File: config.mk
export PLATFORM = sky130hd
export DESIGN_NAME = vga_timing_gen
export DESIGN_NICKNAME = d
export VERILOG_FILES = /design/src/rtl/vga_timing_pkg.sv /design/src/rtl/vga_delay_line.sv /design/src/rtl/vga_timing_gen.sv
export SDC_FILE = /design/constraint.sdc
export NUM_CORES = 1
export LEC_CHECK = 0
export CAP_MARGIN = 20
export CORE_MARGIN = 1.5
export CORE_UTILIZATION = 45
export CTS_CLUSTER_SIZE = 16
export DETAILED_ROUTE_END_ITERATION = 10
export DONT_BUFFER_PORTS = 1
export GPL_ROUTABILITY_DRIVEN = 0
export HOLD_SLACK_MARGIN = 0.03
export PLACE_DENSITY = 0.7
export SYNTH_ARGS = -nofsm -noshare
export SYNTH_HDL_FRONTEND = slang
export SYNTH_SLANG_ARGS = --single-unit
File: constraint.sdc
create_clock -name CLK -period 5.85 [get_ports CLK]
set_input_delay 0 -clock CLK [delete_from_list [all_inputs] [get_ports CLK]]
set_output_delay 0 -clock CLK [all_outputs]
set_load 0.05 [all_outputs]
File: src/rtl/vga_timing_pkg.sv
// Shared timing constants and elaboration helpers for the VGA timing generator.
// Defaults describe 640x480@60 with a 25.175 MHz pixel clock.
package vga_timing_pkg;

    localparam int DEF_H_VISIBLE = 640;
    localparam int DEF_H_FRONT   = 16;
    localparam int DEF_H_SYNC    = 96;
    localparam int DEF_H_BACK    = 48;
    localparam int DEF_V_VISIBLE = 480;
    localparam int DEF_V_FRONT   = 10;
    localparam int DEF_V_SYNC    = 2;
    localparam int DEF_V_BACK    = 33;

    // Bit order of the three signals carried through the delay line.
    typedef struct packed {
        logic h_sync;
        logic v_sync;
        logic on_screen;
    } sync_bits_t;

    function automatic int h_total(input int visible, input int front, input int sync, input int back);
        return visible + front + sync + back;
    endfunction

    function automatic int v_total(input int visible, input int front, input int sync, input int back);
        return visible + front + sync + back;
    endfunction

    function automatic int clog2(input int value);
        int result;
        result = 0;
        for (int i = 0; i < 31; i++) begin
            if ((1 << i) < value) result = i + 1;
        end
        return result;
    endfunction

    // A field must keep at least one bit even when it only ever holds 0.
    function automatic int width_of(input int value);
        return (clog2(value) == 0) ? 1 : clog2(value);
    endfunction

endpackage

File: src/rtl/vga_delay_line.sv
// Enable-gated shift register that keeps sync/blanking aligned with downstream
// pipeline latency. DEPTH = 0 is a combinational pass-through.
module vga_delay_line #(
    parameter int              WIDTH     = 3,
    parameter int              DEPTH     = 2,
    parameter logic [WIDTH-1:0] RESET_VAL = '0
) (
    input  logic             CLK,
    input  logic             n_reset,
    input  logic             en,
    input  logic [WIDTH-1:0] din,
    output logic [WIDTH-1:0] dout
);

    if (DEPTH == 0) begin : g_bypass
        assign dout = din;
    end else begin : g_shift
        logic [DEPTH-1:0][WIDTH-1:0] stage_q;
        logic [DEPTH-1:0][WIDTH-1:0] stage_d;

        always_comb begin
            stage_d = stage_q;
            if (en) begin
                stage_d[0] = din;
                for (int i = 1; i < DEPTH; i++) stage_d[i] = stage_q[i-1];
            end
        end

        // NOTE: every stage is reset so the sync outputs sit at their idle level, never X, out of reset.
        always_ff @(posedge CLK or negedge n_reset) begin
            if (!n_reset) stage_q <= {DEPTH{RESET_VAL}};
            else          stage_q <= stage_d;
        end

        assign dout = stage_q[DEPTH-1];
    end

endmodule

File: src/rtl/vga_timing_gen.sv
// Parametrised VGA raster timing: pixel/line counters, character-cell coordinates
// with a multiplier-free linear address, and pipeline-aligned sync/blanking outputs.
module vga_timing_gen
    import vga_timing_pkg::*;
#(
    parameter int H_VISIBLE  = DEF_H_VISIBLE,
    parameter int H_FRONT    = DEF_H_FRONT,
    parameter int H_SYNC     = DEF_H_SYNC,
    parameter int H_BACK     = DEF_H_BACK,
    parameter int V_VISIBLE  = DEF_V_VISIBLE,
    parameter int V_FRONT    = DEF_V_FRONT,
    parameter int V_SYNC     = DEF_V_SYNC,
    parameter int V_BACK     = DEF_V_BACK,
    parameter int H_SYNC_POL = 0,
    parameter int V_SYNC_POL = 0,
    parameter int CELL_W     = 8,
    parameter int CELL_H     = 16,
    parameter int PIPE_DELAY = 2,
    parameter int CNT_W      = 11,
    parameter int ADDR_W     = 12,
    parameter int CX_W       = width_of(CELL_W),
    parameter int CY_W       = width_of(CELL_H)
) (
    input  logic              CLK,
    input  logic              n_reset,
    input  logic              en,
    output logic [CNT_W-1:0]  x,
    output logic [CNT_W-1:0]  y,
    output logic [CNT_W-1:0]  col,
    output logic [CNT_W-1:0]  row,
    output logic [CX_W-1:0]   cell_x,
    output logic [CY_W-1:0]   cell_y,
    output logic [ADDR_W-1:0] char_addr,
    output logic              active,
    output logic              line_start,
    output logic              frame_start,
    output logic              h_sync,
    output logic              v_sync,
    output logic              on_screen
);

    localparam int   H_TOTAL  = h_total(H_VISIBLE, H_FRONT, H_SYNC, H_BACK);
    localparam int   V_TOTAL  = v_total(V_VISIBLE, V_FRONT, V_SYNC, V_BACK);
    localparam int   COLS     = H_VISIBLE / CELL_W;
    localparam int   ROWS     = V_VISIBLE / CELL_H;
    localparam int   HS_START = H_VISIBLE + H_FRONT;
    localparam int   HS_END   = HS_START + H_SYNC;
    localparam int   VS_START = V_VISIBLE + V_FRONT;
    localparam int   VS_END   = VS_START + V_SYNC;
    localparam logic HPOL     = 1'(H_SYNC_POL);
    localparam logic VPOL     = 1'(V_SYNC_POL);

    if (H_VISIBLE % CELL_W != 0) begin : g_err_cell_w
        $error("CELL_W must divide H_VISIBLE");
    end
    if (V_VISIBLE % CELL_H != 0) begin : g_err_cell_h
        $error("CELL_H must divide V_VISIBLE");
    end
    if (H_TOTAL > (1 << CNT_W) || V_TOTAL > (1 << CNT_W)) begin : g_err_cnt_w
        $error("H_TOTAL/V_TOTAL do not fit in CNT_W bits");
    end
    if (COLS * ROWS > (1 << ADDR_W)) begin : g_err_addr_w
        $error("character map does not fit in ADDR_W bits");
    end
    if (PIPE_DELAY < 0 || PIPE_DELAY > 15) begin : g_err_pipe
        $error("PIPE_DELAY must be in 0..15");
    end

    logic [CNT_W-1:0]  x_q, x_d, y_q, y_d;
    logic [CNT_W-1:0]  col_q, col_d, row_q, row_d;
    logic [CX_W-1:0]   cell_x_q, cell_x_d;
    logic [CY_W-1:0]   cell_y_q, cell_y_d;
    logic [ADDR_W-1:0] row_base_q, row_base_d;
    logic              x_wrap, y_wrap;

    assign x_wrap = (x_q == CNT_W'(H_TOTAL - 1));
    assign y_wrap = (y_q == CNT_W'(V_TOTAL - 1));

    // NOTE: hold values are assigned first so no path leaves a signal unassigned (no latches).
    always_comb begin
        x_d        = x_q;
        y_d        = y_q;
        col_d      = col_q;
        row_d      = row_q;
        cell_x_d   = cell_x_q;
        cell_y_d   = cell_y_q;
        row_base_d = row_base_q;

        if (en) begin
            if (x_wrap) begin
                x_d = '0;
                y_d = y_wrap ? '0 : y_q + CNT_W'(1);
            end else begin
                x_d = x_q + CNT_W'(1);
            end

            // Cell counters look at the next position so they agree with x/y after the edge.
            if (x_d == '0 || x_d >= CNT_W'(H_VISIBLE)) begin
                cell_x_d = '0;
                col_d    = '0;
            end else if (cell_x_q == CX_W'(CELL_W - 1)) begin
                cell_x_d = '0;
                col_d    = col_q + CNT_W'(1);
            end else begin
                cell_x_d = cell_x_q + CX_W'(1);
            end

            if (x_wrap) begin
                if (y_d == '0 || y_d >= CNT_W'(V_VISIBLE)) begin
                    cell_y_d   = '0;
                    row_d      = '0;
                    row_base_d = '0;
                end else if (cell_y_q == CY_W'(CELL_H - 1)) begin
                    cell_y_d   = '0;
                    row_d      = row_q + CNT_W'(1);
                    row_base_d = row_base_q + ADDR_W'(COLS);
                end else begin
                    cell_y_d = cell_y_q + CY_W'(1);
                end
            end
        end
    end

    always_ff @(posedge CLK or negedge n_reset) begin
        if (!n_reset) begin
            x_q        <= '0;
            y_q        <= '0;
            col_q      <= '0;
            row_q      <= '0;
            cell_x_q   <= '0;
            cell_y_q   <= '0;
            row_base_q <= '0;
        end else begin
            x_q        <= x_d;
            y_q        <= y_d;
            col_q      <= col_d;
            row_q      <= row_d;
            cell_x_q   <= cell_x_d;
            cell_y_q   <= cell_y_d;
            row_base_q <= row_base_d;
        end
    end

    assign x           = x_q;
    assign y           = y_q;
    assign col         = col_q;
    assign row         = row_q;
    assign cell_x      = cell_x_q;
    assign cell_y      = cell_y_q;
    assign char_addr   = row_base_q + ADDR_W'(col_q);
    assign active      = (x_q < CNT_W'(H_VISIBLE)) && (y_q < CNT_W'(V_VISIBLE));
    assign line_start  = (x_q == '0);
    assign frame_start = (x_q == '0) && (y_q == '0);

    sync_bits_t raw_bits, dly_bits;
    logic       hs_raw, vs_raw;

    assign hs_raw = (x_q >= CNT_W'(HS_START)) && (x_q < CNT_W'(HS_END));
    assign vs_raw = (y_q >= CNT_W'(VS_START)) && (y_q < CNT_W'(VS_END));

    always_comb begin
        raw_bits           = '0;
        raw_bits.h_sync    = hs_raw ? HPOL : ~HPOL;
        raw_bits.v_sync    = vs_raw ? VPOL : ~VPOL;
        raw_bits.on_screen = active;
    end

    vga_delay_line #(
        .WIDTH     ($bits(sync_bits_t)),
        .DEPTH     (PIPE_DELAY),
        .RESET_VAL ({~HPOL, ~VPOL, 1'b0})
    ) u_delay (
        .CLK     (CLK),
        .n_reset (n_reset),
        .en      (en),
        .din     (raw_bits),
        .dout    (dly_bits)
    );

    assign h_sync    = dly_bits.h_sync;
    assign v_sync    = dly_bits.v_sync;
    assign on_screen = dly_bits.on_screen;

endmodule

==> results of run 1 <==
## cell type report
class                   instances  area, sq um
clock buffers                  11          141
flip-flops and latches         65         1630
multi-input cells             358         2440
fillers                       842         4600
well taps                     129          161
repair buffers                  9          119
clock inverters                 5         78.8
inverters                      16         60.1
## critical path: stages, from the launching register on
cell,delay [ps]
dfrtp_1,650
or4_1,780
nor3_1,730
a31oi_1,110
nor4b_1,430
nand3_1,700
a21oi_2,510
mux2_2,380
## cell families after synthesis
kind of cell	Yosys count	synth area share
AO/OA/AOI/OAI	100	0.154
flip-flops	65	0.381
buffers and inverters	54	0.0528
XOR/XNOR	25	0.0511
multiplexers	27	0.0654
AND/OR/NAND/NOR	189	0.246
adder cells (fa/ha/maj)	17	0.0496
## final timing paths
check | startpoint | end | slack [ps] | depth (start not counted)
hold / removal | en | col[8] | 60 | 3
max in group asynchronous | n_reset | u_delay.g_shift.stage_q[1] | 5350 | 2
setup / recovery | x[7] | row[1] | 1440 | 7
hold reg to reg | u_delay.g_shift.stage_q[0] | u_delay.g_shift.stage_q[0] | 510 | 1
setup reg to reg | x[7] | row[1] | 1440 | 7
min in group asynchronous | n_reset | x[5] | 180 | 2
## registers in the layout (all words and copies together) (netlist names)
signal / flops
row_base_q: 8
u_delay.dout: 3
row: 11
cell_x: 3
u_delay.g_shift.stage_q: 3
x: 11
y: 11
col: 11
cell_y: 4
## layer usage
metal,wire length (um),GRT usage,up-vias,part of all wire
li1,-,-,1733,-
met1,4590,0.270,1815,0.43
met2,5030,0.344,141,0.47
met3,753,0.0596,28,0.071
met4,228,0.0834,0,0.022
met5,0,0,-,0
## power by group through the flow
stage | Combinational (mW) | Clock, mW | Sequential (mW)
after floorplan | 0.253 | 0 | 0.666
after global placement | 0.234 | 0 | 0.729
after detailed placement | 0.240 | 0 | 0.735
after CTS | 0.260 | 0.440 | 0.726
after global routing | 0.290 | 0.461 | 0.737
final | 0.261 | 0.437 | 0.725
## stage by stage
stage	power, mW	util	instance area [sq um]	setup WS, ps
2_1_floorplan	0.920	-	4290	2420
3_3_place_gp	0.963	0.467	4310	1720
3_5_place_dp	0.974	0.467	4310	1550
4_1_cts	1.43	0.499	4610	1540
5_1_grt	1.49	0.502	4640	1240
6_report	1.42	0.502	4640	1440
## synthesized netlist by cell type (all sizes together) (2+ instances only)
master   number
xnor2        13
or4           5
a211oi        2
and2          2
nor4         11
ha           17
nand2        40
inv          15
a21o          5
o21a          6
o21ai        25
and4          2
or3           8
buf          13
nor3         11
nor2         16
o211ai        3
mux2i        19
and3         10
a21oi        25
xor2         12
o2bb2ai       2
o41ai         2
o22ai         2
mux2          8
o2111ai       3
nand3b       12
nand3        33
dfrtp        61
o31a          3
or2           3
dfstp         4
nand4        30
a311oi        2
a31oi         7
o31ai         6
clkbuf       25
## what timing repair did
action | in CTS | in global routing
endpoints found under the hold margin | 101 | 0
resized for setup | 0 | 0
hold buffers | 5 | 0
setup endpoints to repair | 0 | 0
==> run metrics, run 1 <==
Vias=~3,700; relative slew slack=0.241; ANT cells=0; Hold Crit Class=primary input to flop; synth unique cells=64; Die X=around 100 um; Final period util=0.754; Num CTS Buffers=9; vias per cell=6.27; Final setup viols=0; P per Cell Area=between 300 and 400 mW/mm^2; DRC viols=0; peak fanout along the critical path=24; Post-synth EDFFs=0; synthesized cell area=approximately 0.0043 sq mm; initial antenna violation count=0; Yosys reg bits=between 60 and 70; row count=35; die span in y=101 um; first-pass GRT wire length=approximately 17,000 um; Worst Tran Pin Value=1130 ps; dpl cells=between 500 and 600; nets=approximately 480; share of layout cells above drive strength 1=0.101; fin. max-slew vios=0; sw power=0.593 mW; cell count after synthesis=roughly 480; clock root cell=clkbuf_8; commonest non-fill, non-tap cell in the layout=dfrtp_1; Worst-path clk slew=about 80 ps; top-area cell type share of the netlist area=0.356; Tmin final=roughly 4400 ps; WHS=roughly 63 ps; initial core utilization=0.464; Mean Syn Cell Area=~9 sq um; outcome=finished clean; clock power share=0.307; # IOs=about 70; P_int=about 0.83 mW; global route total overflow=0; gr usage total=0.213; most frequent cells in the layout=dfrtp_1 (61), nand2_1 (40), nand3_1 (33); sequential-to-total area share from yosys stat=0.381; Clock Tree Buf Depth=2; postcts setup bufs=0; Non-Filler Instances=between 500 and 600; sequential fraction of design power=0.509; final wirelength=roughly 11,000 um; WP data arrival=roughly 4600 ps; max-cap viol count=0; setup TNS=0 ps; largest net degree at the start of global routing=66; RSZ-0062 raised after global routing=false; VDD IR max=approximately 0.00017 V; Worst Clk Skew=12.0 ps; Crit Path Class=flop to flop; port buffer count=0; Synth-to-Final Area Change=8.17%; CTS tree=done; YS warnings=0; die area=0.0101 sq mm; Critical Path Start Type=flop; Detailed Routing Iterations Pass 1=5; asr flop ratio synth=1.00; cell taking the most area after synthesis=dfrtp_1; Comb pwr share=0.184; core area=~0.0092 sq mm; Sinks on Clock Net=65; Clk Latency, worst-skew pair=around 350 ps; CP Capture Type=flop; 1st-iter DRT viols=between 200 and 300; Synth Flop Type=dfrtp_1; syn_nets=approximately 500; Antenna Violating Nets Remaining=0; Routed wire per std cell=about 18 um; hpwl dp=between 7000 and 8000 um; Max Clk Rate=~230 MHz; vias in the first global route=about 3,400; H-tree levels=3; Fin. Hold Viols=0; Lkg Pwr=roughly 2 nW; WP data required=a little over 6000 ps; Sw Share=0.417; largest cells by area after synthesis=dfrtp_1 (36%), ha_1 (5.0%), mux2i_1 (4.4%)
Note: power is estimated with default switching activity, not from simulation.
==> inputs of run 2 (changes only) <==
==> constraint.sdc (replaced) <==
create_clock -name CLK -period 4.6 [get_ports CLK]
set_input_delay 0 -clock CLK [delete_from_list [all_inputs] [get_ports CLK]]
set_output_delay 0 -clock CLK [all_outputs]
set_load 0.05 [all_outputs]
==> run 2 against run 1 <==
Effect of this change:
- cell count grew 2.0%
- sequential share of layout area shrank 0.70 points
- clock-buffer cell count stayed put
- combinational power rose by 110%
- setup slack worse by 560 ps
- largest power group unchanged
- final area is 2.0% higher
- via count is 1.3% lower
- critical endpoint unchanged
==> run metrics, run 2 (same netlist as run 1, synthesis figures left out) <==
CTS tree=done; core area=0.00924 sq mm (unchanged); Final Util=0.512 (+0.0102); first-pass GRT wire length=17,700 um (+3.1%); WP data required=4830 ps (-1250 ps); Worst Hold End=col[8]; commonest non-fill, non-tap cell in the layout=dfrtp_1; ANT cells=0 (unchanged); RSZ-0062 raised after global routing=false; CTS-repair resized insts=0 (unchanged); postcts setup bufs=0 (unchanged); Crit Path Class=flop to flop; Worst Tran Pin Value=1090 ps (-38.6 ps); share of layout cells above drive strength 1=0.122 (+0.0206); outcome=finished clean; peak fanout along the critical path=15 (-38%); hpwl dp=7270 um (+2.3%); WP data arrival=3950 ps (-690 ps); VDD IR max=0.000192 V (+12%); P per Cell Area=399 mW/mm^2 (+30%); Clock Tree Buf Depth=2 (unchanged); Sinks on Clock Net=65 (unchanged); vias in the first global route=3,576 (+4.8%); Num CTS Buffers=9 (unchanged); die span in y=101 um (unchanged); Reg-to-Reg End=row[1]; Lkg Pwr=2.01 nW (+3.0%); Antenna Violating Nets Remaining=0 (unchanged); initial core utilization=0.464 (unchanged); Tmin final=3720 ps (-687 ps); Clk Latency, worst-skew pair=350 ps (about the same); die area=0.0101 sq mm (unchanged); Worst Setup SP=x[10]; Routed wire per std cell=17.5 um (-2.2%); final wirelength=10,600 um (-0.25%); Detailed Routing Iterations Pass 1=5 (unchanged); Vias=3,667 (-1.3%); # fillers=863 (+2.5%); fin. max-slew vios=0 (unchanged); Max Clk Rate=269 MHz (+18%); largest net degree at the start of global routing=66 (unchanged); nets=491 (+2.5%); vias per cell=6.06 (-3.3%); Final period util=0.809 (+0.0555); setup TNS=0 ps (unchanged); Worst Clk Skew=8.28 ps (-3.75 ps); reg2reg setup slack=880 ps (-560 ps); max-cap viol count=0 (unchanged); Fin. Hold Viols=0 (unchanged); CTS Hold Buffers Added=5 (unchanged); relative slew slack=0.267 (+0.0259); Final setup viols=0 (unchanged); Worst R2R Path Depth=8 (+1); DRC viols=0 (unchanged); Critical Path Start Type=flop; hold path cells=3 (unchanged); port buffer count=0 (unchanged); Die X=101 um (unchanged); Hold Crit Class=primary input to flop; gr usage total=0.220 (+0.00736); Hold Startpoint=en; initial antenna violation count=0 (unchanged); worst reg2reg path startpoint=x[10]; CP Capture Type=flop; row count=35 (unchanged); clock root cell=clkbuf_8; Synth-to-Final Area Change=10.4%; Worst-path clk slew=80 ps (about the same); most frequent cells in the layout=dfrtp_1 (61), nand2_1 (40), nand3_1 (33); 1st-iter DRT viols=208 (-17%); # IOs=72 (unchanged); overall power=1.89 mW (+33%); global route total overflow=0 (unchanged); H-tree levels=3 (unchanged)
==> run 2: worst max-delay path: stages (launching register included) <==
cell	delay, ps
dfrtp_1	630
or4_1	670
or4_4	620
o21a_1	200
nor4_1	350
nand3_1	390
buf_4	320
and3_1	170
mux2_2	250
==> run 2: how the worst max path moves through the flow <==
| stage | end |
|---|---|
| global route | row[1] |
| floorplan | frame_start |
| global placement | row[1] |
| CTS | row[1] |
| finish | row[1] |
| detailed placement | row[1] |
==> run 2: layout make-up <==
class | count | area (sq um) | share of cell area
multi-input cells | 358 | 2440 | 0.517
flip-flops and latches | 65 | 1630 | 0.345
repair buffers | 21 | 198 | 0.0418
well taps | 129 | 161 | 0.0341
clock buffers | 11 | 131 | 0.0278
clock inverters | 5 | 104 | 0.0220
inverters | 16 | 60.1 | 0.0127
==> run 2: where the power goes <==
group          internal, mW  leakage, nW  total [mW]  switching, mW
Clock                 0.361        0.118       0.590          0.229
Sequential            0.620        0.858       0.763          0.143
Combinational         0.158         1.03       0.537          0.379
==> run 2: stage by stage <==
stage	setup slack, ps	cell area, sq um	cells	hold slack [ps]
after global placement	934	4420	584	-294
after global routing	624	4730	605	91.8
after floorplan	1170	4290	477	-296
final	877	4730	605	71.8
after CTS	881	4730	605	52.6
after detailed placement	916	4420	584	-294
==> run 2: routing by layer <==
| metal | routed length, um | global-route usage |
|---|---|---|
| met5 | 0 | 0 |
| met4 | 243 | 0.0856 |
| met3 | 746 | 0.0700 |
| met2 | 5110 | 0.358 |
| met1 | 4470 | 0.273 |
